[config.mk]
export PLATFORM = sky130hd
export DESIGN_NAME = seq_divider_param
export DESIGN_NICKNAME = d
export VERILOG_FILES = /design/src/rtl/div_pkg.sv /design/src/rtl/seq_divider_param_step.sv /design/src/rtl/seq_divider_param.sv
export SDC_FILE = /design/constraint.sdc
export NUM_CORES = 1
export LEC_CHECK = 0
export ABC_AREA = 1
export CAP_MARGIN = 15
export CELL_PAD_IN_SITES_DETAIL_PLACEMENT = 0
export CELL_PAD_IN_SITES_GLOBAL_PLACEMENT = 2
export CORE_MARGIN = 2
export CORE_UTILIZATION = 31
export DETAILED_ROUTE_END_ITERATION = 10
export PLACE_DENSITY_LB_ADDON = 0.15
export SLEW_MARGIN = 15
export SYNTH_ARGS = -nofsm -noshare
export SYNTH_HDL_FRONTEND = slang
export SYNTH_SLANG_ARGS = --single-unit
[constraint.sdc]
create_clock -name clk -period 2.1 [get_ports clk]
set_input_delay 0.315 -clock clk [delete_from_list [all_inputs] [get_ports clk]]
set_output_delay 0.315 -clock clk [all_outputs]
set_load 0.02 [all_outputs]
[src/rtl/div_pkg.sv]
// Shared definitions for the parametrised sequential divider.
// Holds the controller state encoding, the counter-width helper and the
// saturation constant helpers. Helpers return 64-bit values; callers slice
// them down to the width they need (supports WIDTH+FRAC up to 63).
package div_pkg;

  typedef enum logic [2:0] {
    IDLE = 3'd0,
    LOAD = 3'd1,
    ITER = 3'd2,
    FIX  = 3'd3,
    DONE = 3'd4
  } div_state_e;

  // Number of bits needed to count 0..v-1.
  function automatic int clog2(input int v);
    int r;
    r = 0;
    while ((1 << r) < v) r++;
    return r;
  endfunction

  // Largest unsigned value in w bits.
  function automatic logic [63:0] sat_umax(input int w);
    return (64'd1 << w) - 64'd1;
  endfunction

  // Largest positive two's-complement value in w bits.
  function automatic logic [63:0] sat_smax(input int w);
    return (64'd1 << (w - 1)) - 64'd1;
  endfunction

  // Magnitude of the most negative w-bit value; its low w bits are also the
  // bit pattern of that value.
  function automatic logic [63:0] sat_smin(input int w);
    return 64'd1 << (w - 1);
  endfunction

endpackage

[src/rtl/seq_divider_param_step.sv]
// One restoring-division iteration (purely combinational).
// Ports:
//   rem_i   partial remainder going in (WIDTH+1 bits)
//   bit_i   next dividend bit, MSB first
//   dmag_i  divisor magnitude
//   rem_o   partial remainder coming out
//   qbit_o  quotient bit produced by this iteration
module div_step
  import div_pkg::*;
#(
  parameter int WIDTH = 10
) (
  input  logic [WIDTH:0]   rem_i,
  input  logic             bit_i,
  input  logic [WIDTH-1:0] dmag_i,
  output logic [WIDTH:0]   rem_o,
  output logic             qbit_o
);

  logic [WIDTH:0]   shifted;
  logic [WIDTH+1:0] diff;
  logic             unused_rem_msb;

  // The remainder is always below the divisor, so its MSB is zero and the
  // shifted value still fits in WIDTH+1 bits.
  assign unused_rem_msb = rem_i[WIDTH];
  assign shifted        = {rem_i[WIDTH-1:0], bit_i};
  assign diff           = {1'b0, shifted} - {2'b00, dmag_i};

  // No borrow means the trial subtraction fits: keep it, quotient bit 1.
  assign qbit_o = ~diff[WIDTH+1];
  assign rem_o  = qbit_o ? diff[WIDTH:0] : shifted;

endmodule

[src/rtl/seq_divider_param.sv]
// Multi-cycle restoring divider with configurable width, fixed-point
// fractional quotient bits, run-time signed/unsigned mode and remainder.
// Ports:
//   clk, sclr            clock, synchronous active-high reset
//   start                request, sampled only while idle
//   signed_mode          1 = two's-complement operands/results
//   in_a, in_b           dividend, divisor (sampled with start)
//   busy                 operation in progress
//   valid                one-cycle pulse, results and flags valid
//   qout, rout           quotient Q(WIDTH-FRAC).FRAC, remainder
//   ovf, dvz             quotient saturated, divide by zero
module seq_divider_param
  import div_pkg::*;
#(
  parameter int WIDTH = 10,
  parameter int FRAC  = 0
) (
  input  logic             clk,
  input  logic             sclr,
  input  logic             start,
  input  logic             signed_mode,
  input  logic [WIDTH-1:0] in_a,
  input  logic [WIDTH-1:0] in_b,
  output logic             busy,
  output logic             valid,
  output logic [WIDTH-1:0] qout,
  output logic [WIDTH-1:0] rout,
  output logic             ovf,
  output logic             dvz
);

  localparam int N  = WIDTH + FRAC;
  localparam int CW = clog2(N);
  localparam logic [CW-1:0] CNT_LAST = CW'(N - 1);

  localparam logic [63:0] UMAX64 = sat_umax(WIDTH);
  localparam logic [63:0] SMAX64 = sat_smax(WIDTH);
  localparam logic [63:0] SMIN64 = sat_smin(WIDTH);

  // Overflow limits widened to the N-bit quotient magnitude (plus a guard bit).
  localparam logic [N:0] UMAX_N = UMAX64[N:0];
  localparam logic [N:0] SMAX_N = SMAX64[N:0];
  localparam logic [N:0] SMIN_N = SMIN64[N:0];

  // Saturated output patterns.
  localparam logic [WIDTH-1:0] UMAX_W = UMAX64[WIDTH-1:0];
  localparam logic [WIDTH-1:0] SMAX_W = SMAX64[WIDTH-1:0];
  localparam logic [WIDTH-1:0] SMIN_W = SMIN64[WIDTH-1:0];

  div_state_e       state_q;
  logic [CW-1:0]    cnt_q;
  logic [WIDTH-1:0] a_q, b_q, dmag_q;
  logic             mode_q, qneg_q, rneg_q;
  logic [N-1:0]     sr_q;
  logic [WIDTH:0]   rem_q;

  logic             busy_q, valid_q, ovf_q, dvz_q;
  logic [WIDTH-1:0] qout_q, rout_q;

  logic             a_neg_d, b_neg_d;
  logic [WIDTH-1:0] a_mag_d, b_mag_d;
  logic [WIDTH:0]   step_rem_d;
  logic             step_qbit_d;
  logic [N:0]       qext_d;
  logic [WIDTH-1:0] q_low_d;
  logic             q_ovf_d;
  logic [WIDTH-1:0] q_fix_d, r_fix_d;

  // LOAD: operand magnitudes. In unsigned mode the operands are used as-is.
  assign a_neg_d = mode_q & a_q[WIDTH-1];
  assign b_neg_d = mode_q & b_q[WIDTH-1];
  assign a_mag_d = a_neg_d ? -a_q : a_q;
  assign b_mag_d = b_neg_d ? -b_q : b_q;

  // ITER: the shift register holds dividend bits at the top and collects
  // quotient bits at the bottom; after N steps it holds the full quotient.
  div_step #(.WIDTH(WIDTH)) u_step (
    .rem_i  (rem_q),
    .bit_i  (sr_q[N-1]),
    .dmag_i (dmag_q),
    .rem_o  (step_rem_d),
    .qbit_o (step_qbit_d)
  );

  // FIX: range check on the unsigned magnitude, then sign application.
  assign qext_d  = {1'b0, sr_q};
  assign q_low_d = sr_q[WIDTH-1:0];

  always_comb begin
    q_ovf_d = 1'b0;
    if (!mode_q)     q_ovf_d = (qext_d > UMAX_N);
    else if (qneg_q) q_ovf_d = (qext_d > SMIN_N);
    else             q_ovf_d = (qext_d > SMAX_N);
  end

  always_comb begin
    q_fix_d = qneg_q ? -q_low_d : q_low_d;
    if (q_ovf_d) begin
      if (!mode_q)     q_fix_d = UMAX_W;
      else if (qneg_q) q_fix_d = SMIN_W;
      else             q_fix_d = SMAX_W;
    end
  end

  assign r_fix_d = rneg_q ? -rem_q[WIDTH-1:0] : rem_q[WIDTH-1:0];

  // Controller and datapath registers. Operand/datapath registers are only
  // meaningful while busy, so reset touches control and visible outputs only.
  always_ff @(posedge clk) begin
    if (sclr) begin
      state_q <= IDLE;
      cnt_q   <= '0;
      busy_q  <= 1'b0;
      valid_q <= 1'b0;
      qout_q  <= '0;
      rout_q  <= '0;
      ovf_q   <= 1'b0;
      dvz_q   <= 1'b0;
    end else begin
      case (state_q)
        IDLE: begin
          if (start) begin
            a_q     <= in_a;
            b_q     <= in_b;
            mode_q  <= signed_mode;
            busy_q  <= 1'b1;
            qout_q  <= '0;
            rout_q  <= '0;
            ovf_q   <= 1'b0;
            dvz_q   <= 1'b0;
            state_q <= LOAD;
          end
        end
        LOAD: begin
          qneg_q <= a_neg_d ^ b_neg_d;
          rneg_q <= a_neg_d;
          dmag_q <= b_mag_d;
          if (b_q == '0) begin
            dvz_q   <= 1'b1;
            busy_q  <= 1'b0;
            valid_q <= 1'b1;
            state_q <= DONE;
          end else begin
            sr_q    <= N'(a_mag_d) << FRAC;
            rem_q   <= '0;
            cnt_q   <= '0;
            state_q <= ITER;
          end
        end
        ITER: begin
          sr_q  <= {sr_q[N-2:0], step_qbit_d};
          rem_q <= step_rem_d;
          cnt_q <= cnt_q + 1'b1;
          if (cnt_q == CNT_LAST) begin
            cnt_q   <= '0;
            state_q <= FIX;
          end
        end
        FIX: begin
          qout_q  <= q_fix_d;
          rout_q  <= r_fix_d;
          ovf_q   <= q_ovf_d;
          busy_q  <= 1'b0;
          valid_q <= 1'b1;
          state_q <= DONE;
        end
        DONE: begin
          valid_q <= 1'b0;
          state_q <= IDLE;
        end
        default: state_q <= IDLE;
      endcase
    end
  end

  assign busy  = busy_q;
  assign valid = valid_q;
  assign qout  = qout_q;
  assign rout  = rout_q;
  assign ovf   = ovf_q;
  assign dvz   = dvz_q;

endmodule

# Yosys cells after proc, flatten, opt, wreduce, memory -nomap -nowiden
# Cells that the tools add are included.
# op_classes
muxes,32
reduce_logical,16
n_addsub,6
n_lt_le_gt_ge,3
n_bitwise,5
eq_ne,9
# ops
cell,n
10-bit two-way mux,11
10-bit case mux with 2 select lines,4
10-bit negation,4
"10-bit > comparator, second input constant",2
3-bit case mux with 4 select lines,1
3-bit AND reduction,4
11-bit by 10-bit subtractor with 12-bit output,1
"10-bit by 9-bit > comparator with 1-bit output, second input constant",1
10-bit zero test,1
2-bit AND reduction,5
3-bit two-way mux,3
4-bit two-way mux,2
"2-bit != test, second input constant",4
4-bit case mux with 2 select lines,1
"3-bit by 2-bit == test with 1-bit output, second input constant",2
1-bit two-way mux,6
1-bit case mux with 3 select lines,2
2-bit nonzero test,3
3-bit nonzero test,2
"4-bit by 1-bit adder with 4-bit output, second input constant",1
"4-bit == test, second input constant",1
1-bit case mux with 2 select lines,2
"3-bit by 1-bit == test with 1-bit output, second input constant",1
"3-bit == test, second input constant",1
other kinds (4),6
# word_totals
inputBits,24
elab_cells,87
register_bits,84
output_inout_bits,24

# Longest topological paths before layout
# Gate-level depths: netlist of the first run.
# logic_depth
word_depth,5
ltp_mapped,14
mapped_depth_nobuf,13

# Modules after synthesis
# From an unflattened synthesis of the first run, not the netlist that was laid out.
# unflattened
hier_cells,601
area_unflattened_um2,4967.3
# by_module_without_submodules
module,n_inst,cells_per_inst,seq_area_each_um2,area_per_inst_um2
seq_divider_param,1,450,2242.2,4190.3
div_step,1,151,0.0,777.0

# Worst setup path after synthesis of the first run
# OpenSTA, ideal clock, no wires.
# synth_path
path_type,register to register
from,register state_q[2]
to,register a_q[0] (enable)
period_less_slack_ns,2.092
path_buffers,0
t_arrival_ns,1.694
stages_incl_launch_ff,6
setup_time_ns,0.399
path_slack_ns,0.008
required_time_ns,1.701
path_cell_list,dfxtp_1 -> nor2_1 -> inv_1 -> nor2_1 -> nand2_1 -> nor2_1
# synth_via
elab_chain_len,2
# synth_lines
item,line_no,rtl
start: declaration,seq_divider_param.sv:50,div_state_e state_q;
start signal: assignment,seq_divider_param.sv:111,state_q <= IDLE;
start signal: assignment,seq_divider_param.sv:131,state_q <= LOAD;
start signal: assignment,seq_divider_param.sv:142,state_q <= DONE;
3-bit zero test,seq_divider_param.sv:120,case (state_q)
3-bit AND reduction (no line),-,
end signal: assignment,seq_divider_param.sv:123,a_q <= in_a;
end: declaration,seq_divider_param.sv:52,"logic [WIDTH-1:0] a_q, b_q, dmag_q;"
# No other way between the ends.
# A chain may end at the register's enable or synchronous reset.

# Worst setup path after layout of the first run
# layout_path
from,register rem_q[5]
to,"register rem_q[8], data pin"
# layout_via
elab_chain_len,3
# layout_lines
item,line_no,rtl
start: declaration,seq_divider_param.sv:55,logic [WIDTH:0] rem_q;
start signal: assignment,seq_divider_param.sv:152,rem_q <= step_rem_d;
11-bit by 10-bit subtractor with 12-bit output,seq_divider_param_step.sv:28,"assign diff = {1'b0, shifted} - {2'b00, dmag_i};"
10-bit two-way mux,seq_divider_param_step.sv:32,assign rem_o = qbit_o ? diff[WIDTH:0] : shifted;
10-bit case mux with 2 select lines,seq_divider_param.sv:120,
# No other way between the ends.

==> results of run 1 <==
sequential cells by signal (all words and copies together), names as in the netlist:
name and cells:
ovf 1, mode_q 1, qout 10, busy 1, valid 1, cnt_q 4, rem_q 10, a_q 10
qneg_q 1, dvz 1, rneg_q 1, state_q 3, b_q 10, q_low_d 10, dmag_q 10, rout 10
per-stage QoR:
stage / power (µW) / util (%) / hold WS (ns) / instance area, µm²
final: 6300 / 40.0 / 0.463 / 5570
after global routing: 6800 / 40.0 / 0.479 / 5570
after CTS: 6350 / 39.6 / 0.468 / 5520
after detailed placement: 4730 / 37.5 / 0.459 / 5230
after global placement: 4730 / 37.5 / 0.451 / 5230
after floorplan: 3950 / - / 0.414 / 4420
cell type report:
type                            count  area share, %
Clock inverter                      6           1.17
Sequential cell                    84           39.7
Clock buffer                       10           4.11
Multi-Input combinational cell    350           34.1
Timing Repair Buffer               69           11.9
Inverter                           74           5.01
Tap cell                          180           4.04
power by group through the flow:
stage	Combinational [µW]	Clock (µW)	Sequential (µW)
after global placement	2280	0	2460
final	2290	1580	2420
after floorplan	1510	0	2440
after global routing	2630	1700	2470
after CTS	2280	1650	2430
after detailed placement	2270	0	2460
how the worst max path moves through the flow:
stage,from,endpoint,slack (ns),depth (start not counted)
2_1_floorplan,state_q[2],a_q[0],0.008,5
3_3_place_gp,q_low_d[9],rem_q[8],0.07,10
3_5_place_dp,rem_q[1],rem_q[8],0.03,11
4_1_cts,rem_q[1],rem_q[8],0.03,11
5_1_grt,dmag_q[2],rem_q[8],0.02,12
6_report,rem_q[5],rem_q[8],0.16,11
placed cells by master (no fill, tap or decap), types with 5 or more instances in the layout:
cell / instances
a21oi_1: 35
buf_4: 20
clkbuf_16: 9
clkdlybuf4s50_1: 47
dfxtp_1: 31
edfxtp_1: 53
ha_1: 13
inv_1: 69
nand2_1: 118
nand2_2: 5
nand3_1: 31
nor2_1: 41
o211ai_1: 5
o21ai_0: 33
o22ai_1: 9
or2_2: 5
xnor2_1: 6
xor2_1: 16
layer usage:
layer | GRT usage (%) | share of wire (%)
met5 | 0 | 0
met4 | 5.33 | 1.6
met3 | 3.87 | 3.5
met2 | 24.2 | 46
met1 | 19.8 | 49
synthesized netlist by cell type (4+ instances only):
| library cell | instances |
|---|---|
| o22ai_1 | 9 |
| xor2_1 | 16 |
| edfxtp_1 | 53 |
| dfxtp_1 | 31 |
| inv_1 | 69 |
| nor2_1 | 42 |
| nand2_1 | 118 |
| nand3_1 | 31 |
| or2_2 | 5 |
| o211ai_1 | 5 |
| inv_2 | 4 |
| xnor2_1 | 6 |
| a21oi_1 | 36 |
| nor3_1 | 4 |
| nand2_2 | 6 |
| o21ai_0 | 34 |
| ha_1 | 16 |
logic make-up (layout without fill, tap and decap cells):
| family | after synthesis | after routing | synth area share, % |
|---|---|---|---|
| AND/OR/NAND/NOR | 218 | 218 | 21.5 |
| XOR/XNOR | 22 | 22 | 4.36 |
| AO/OA/AOI/OAI | 93 | 93 | 11.5 |
| adder cells (fa/ha/maj) | 17 | 17 | 4.98 |
| buffers and inverters | 83 | 159 | 7.67 |
| flip-flops | 84 | 84 | 50.0 |
worst reg2reg max path, stage by stage, from the launching register on:
cell      delay, ns
edfxtp_1       0.41
ha_1           0.34
nand2_1        0.12
inv_1          0.06
a21oi_1        0.14
nand2_1        0.11
nand2_2        0.08
nand2_1        0.09
nand2_4        0.15
inv_1          0.06
nand3_1        0.06
o21ai_0        0.08
what timing repair did:
item / in CTS / in global routing
setup endpoints to repair: 0 / 21
setup buffers: 0 / 3
resized for setup: 0 / 7
==> run summary, run 1 <==
Relative to the synthesized area, the layout overhead comes to 26.0%. Setup repair after global routing left no endpoint under its margin. In the finished design, the share of the clock period the worst path needs comes to 92.3%. The mapped netlist covers 4420 µm². The Yosys step of the flow raised 0 warnings. The total routing usage reported by global routing came out at 15.1%.

In the post-synthesis netlist, the biggest area contributors are edfxtp_1 (36%), dfxtp_1 (14%), nand2_1 (10%). For this configuration, the core starts out at a cell density of 31.7%. Across the whole layout, storage elements account for 2210 µm². In the final layout, the multi-input gates occupy 1900 µm².

The filler cells instantiated in the layout total 1421. The logs give 84 for the total number of clock tree sinks and 754 for the placed instance count. The logs give 9 for the TritonCTS buffer count and 773 for the non-filler instance count after layout.

Measured against its own limit, the worst slew margin works out to 68.1%. The logs give 3412 for the number of global-route vias before repair and 8.09 mm for the HPWL after detailed placement. The critical path goes through ha_1, nand2_1, inv_1, a21oi_1, nand2_1, nand2_2, nand2_1, nand2_4, inv_1, nand3_1, o21ai_0. The peak supply drop came out at 539 µV. The run gives 0.35 ns as the insertion delay to the later sink of the worst-skew pair. The count of input and output buffers was 47; the synthesized area per cell was 8.56 µm².

The floorplan step set the die width to 123 µm. The number of enable flip-flop cells after synthesis was 53; the biggest cell delay along the critical path was 0.41 ns. The minimum period implied by the final worst setup slack is 1.94 ns, and the final net count is 629. The total of flip-flops plus latches after synthesis was 84. The worst hold path begins at rout[2]. The path class of the lowest-slack min-delay path is reg -> reg. The area of the die is 15200 µm².

The sink of the worst hold path was rout[2]. Startpoint of the worst register-to-register path: rem_q[5]. During I/O placement, the number of pins put on the boundary was 48.

Net switching is 36.5% of the power. After synthesis, the share of flip-flops with an asynchronous set or reset is 0%. The cell taking the most area after synthesis was edfxtp_1. Prior to clock tree synthesis, the placed netlist has a worst setup slack of 0.0300 ns. In the final routed layout, each cell accounts on average for 13.5 µm. After global routing the overflow that remains totals 0.

The residual antenna-violating net count after detailed routing was 0; the count of TritonRoute iterations in the first routing pass was 4. After detailed routing, the number of vias per cell comes to 4.53. The tools report the fraction of the yosys area taken by sequential cells as 50.0%. No sink is reached through more buffers than the 2 on the longest clock path. The clock root buffer master is clkbuf_16. The run gives 2300 µW as the power spent charging and discharging nets.

The worst setup path is captured at a flop. Buffers inserted to repair hold after CTS numbered 0. Largest driver fanout on the critical path: 11.

The area of the core region is 13900 µm², and the routed wire length is 10.5 mm. At the worst endpoint, the required time is 2.19 ns. The count of cells along the worst hold path works out to 2. The worst reg2reg path depth works out to 11. Across the run, the number of max-cap violations was 0. For the sequential share of power, the log shows 38.5%.

Across all setup checks in the final design, the least slack found is 0.161 ns. The highest achievable clock rate was 516 MHz. The largest individual stage delay along the critical path comes from the cell edfxtp_1. The tools report the initial antenna violation count as 0. The synthesized netlist contains 33 unique library cells.

The most numerous cell on the critical path is nand2_1. 0 antenna diodes ended up in the layout. Summed over all failing endpoints, the final setup total negative slack is 0 ns. The first global-routing pass estimated 17.2 mm of wire. The run gives 0 as the max-slew violation count. At the end of routability-driven placement, the weighted congestion stood at 0.784.

The first routing iteration left 190 violations. The most used flip-flop cell after synthesis is edfxtp_1. The tools report the hold violation count in the final report as 0. STA classifies the critical path startpoint as a flop.

Per report_power, the clock group accounts for 25.1% of the total. The die is 123 µm tall. The tools report the post-synth net total as 558. Power spread over the standard cell area amounts to 1130 nW/µm². The number of rows created at floorplan is 43, and the routed via count is 3505. Together, buffers and inverters on the worst path number 2.

Entering global routing, the biggest net connects 22 pins. TritonCTS built the clock tree. The share of post-route cells with drive strength above 1 was 11.1%; the final worst clock skew was 0.00494 ns. The design internal power came out at 4000 µW. Summed over all cells, the static leakage comes to 0.00227 µW.

The run finished with clean final reports. Setup violations remaining at the end of the flow were counted as 0. The area share of the largest cell type after synthesis works out to 36.0%. At the pin with the least slew margin, the transition time is 0.473 ns. The critical path in this run is classified as reg -> reg.

Endpoint of the most critical register-to-register path: rem_q[8]. The clock transition at the register clock pins on the worst setup and hold paths after CTS works out to 0.06 ns. Dominant delay contributor by cell family on the critical path: simple AND/OR/NAND/NOR gates. The cell count after synthesis came out at 517. For this run, design rule violations remaining after detail routing come to 0.

For the register-to-register setup slack, the log shows 0.16 ns. Combinational logic burns 36.4% of the power. For the worst setup path, the data arrival time is 2.03 ns.

The clock tree synthesis step divided the H-tree into 3 levels.
No activity file was read; power rests on OpenSTA's default activity.
==> run 2: changes to the inputs <==
HOLD_SLACK_MARGIN = 0.08   (was not set)
==> results of run 2 <==
No change in the layout: final DEF, timing and power equal those of run 1.
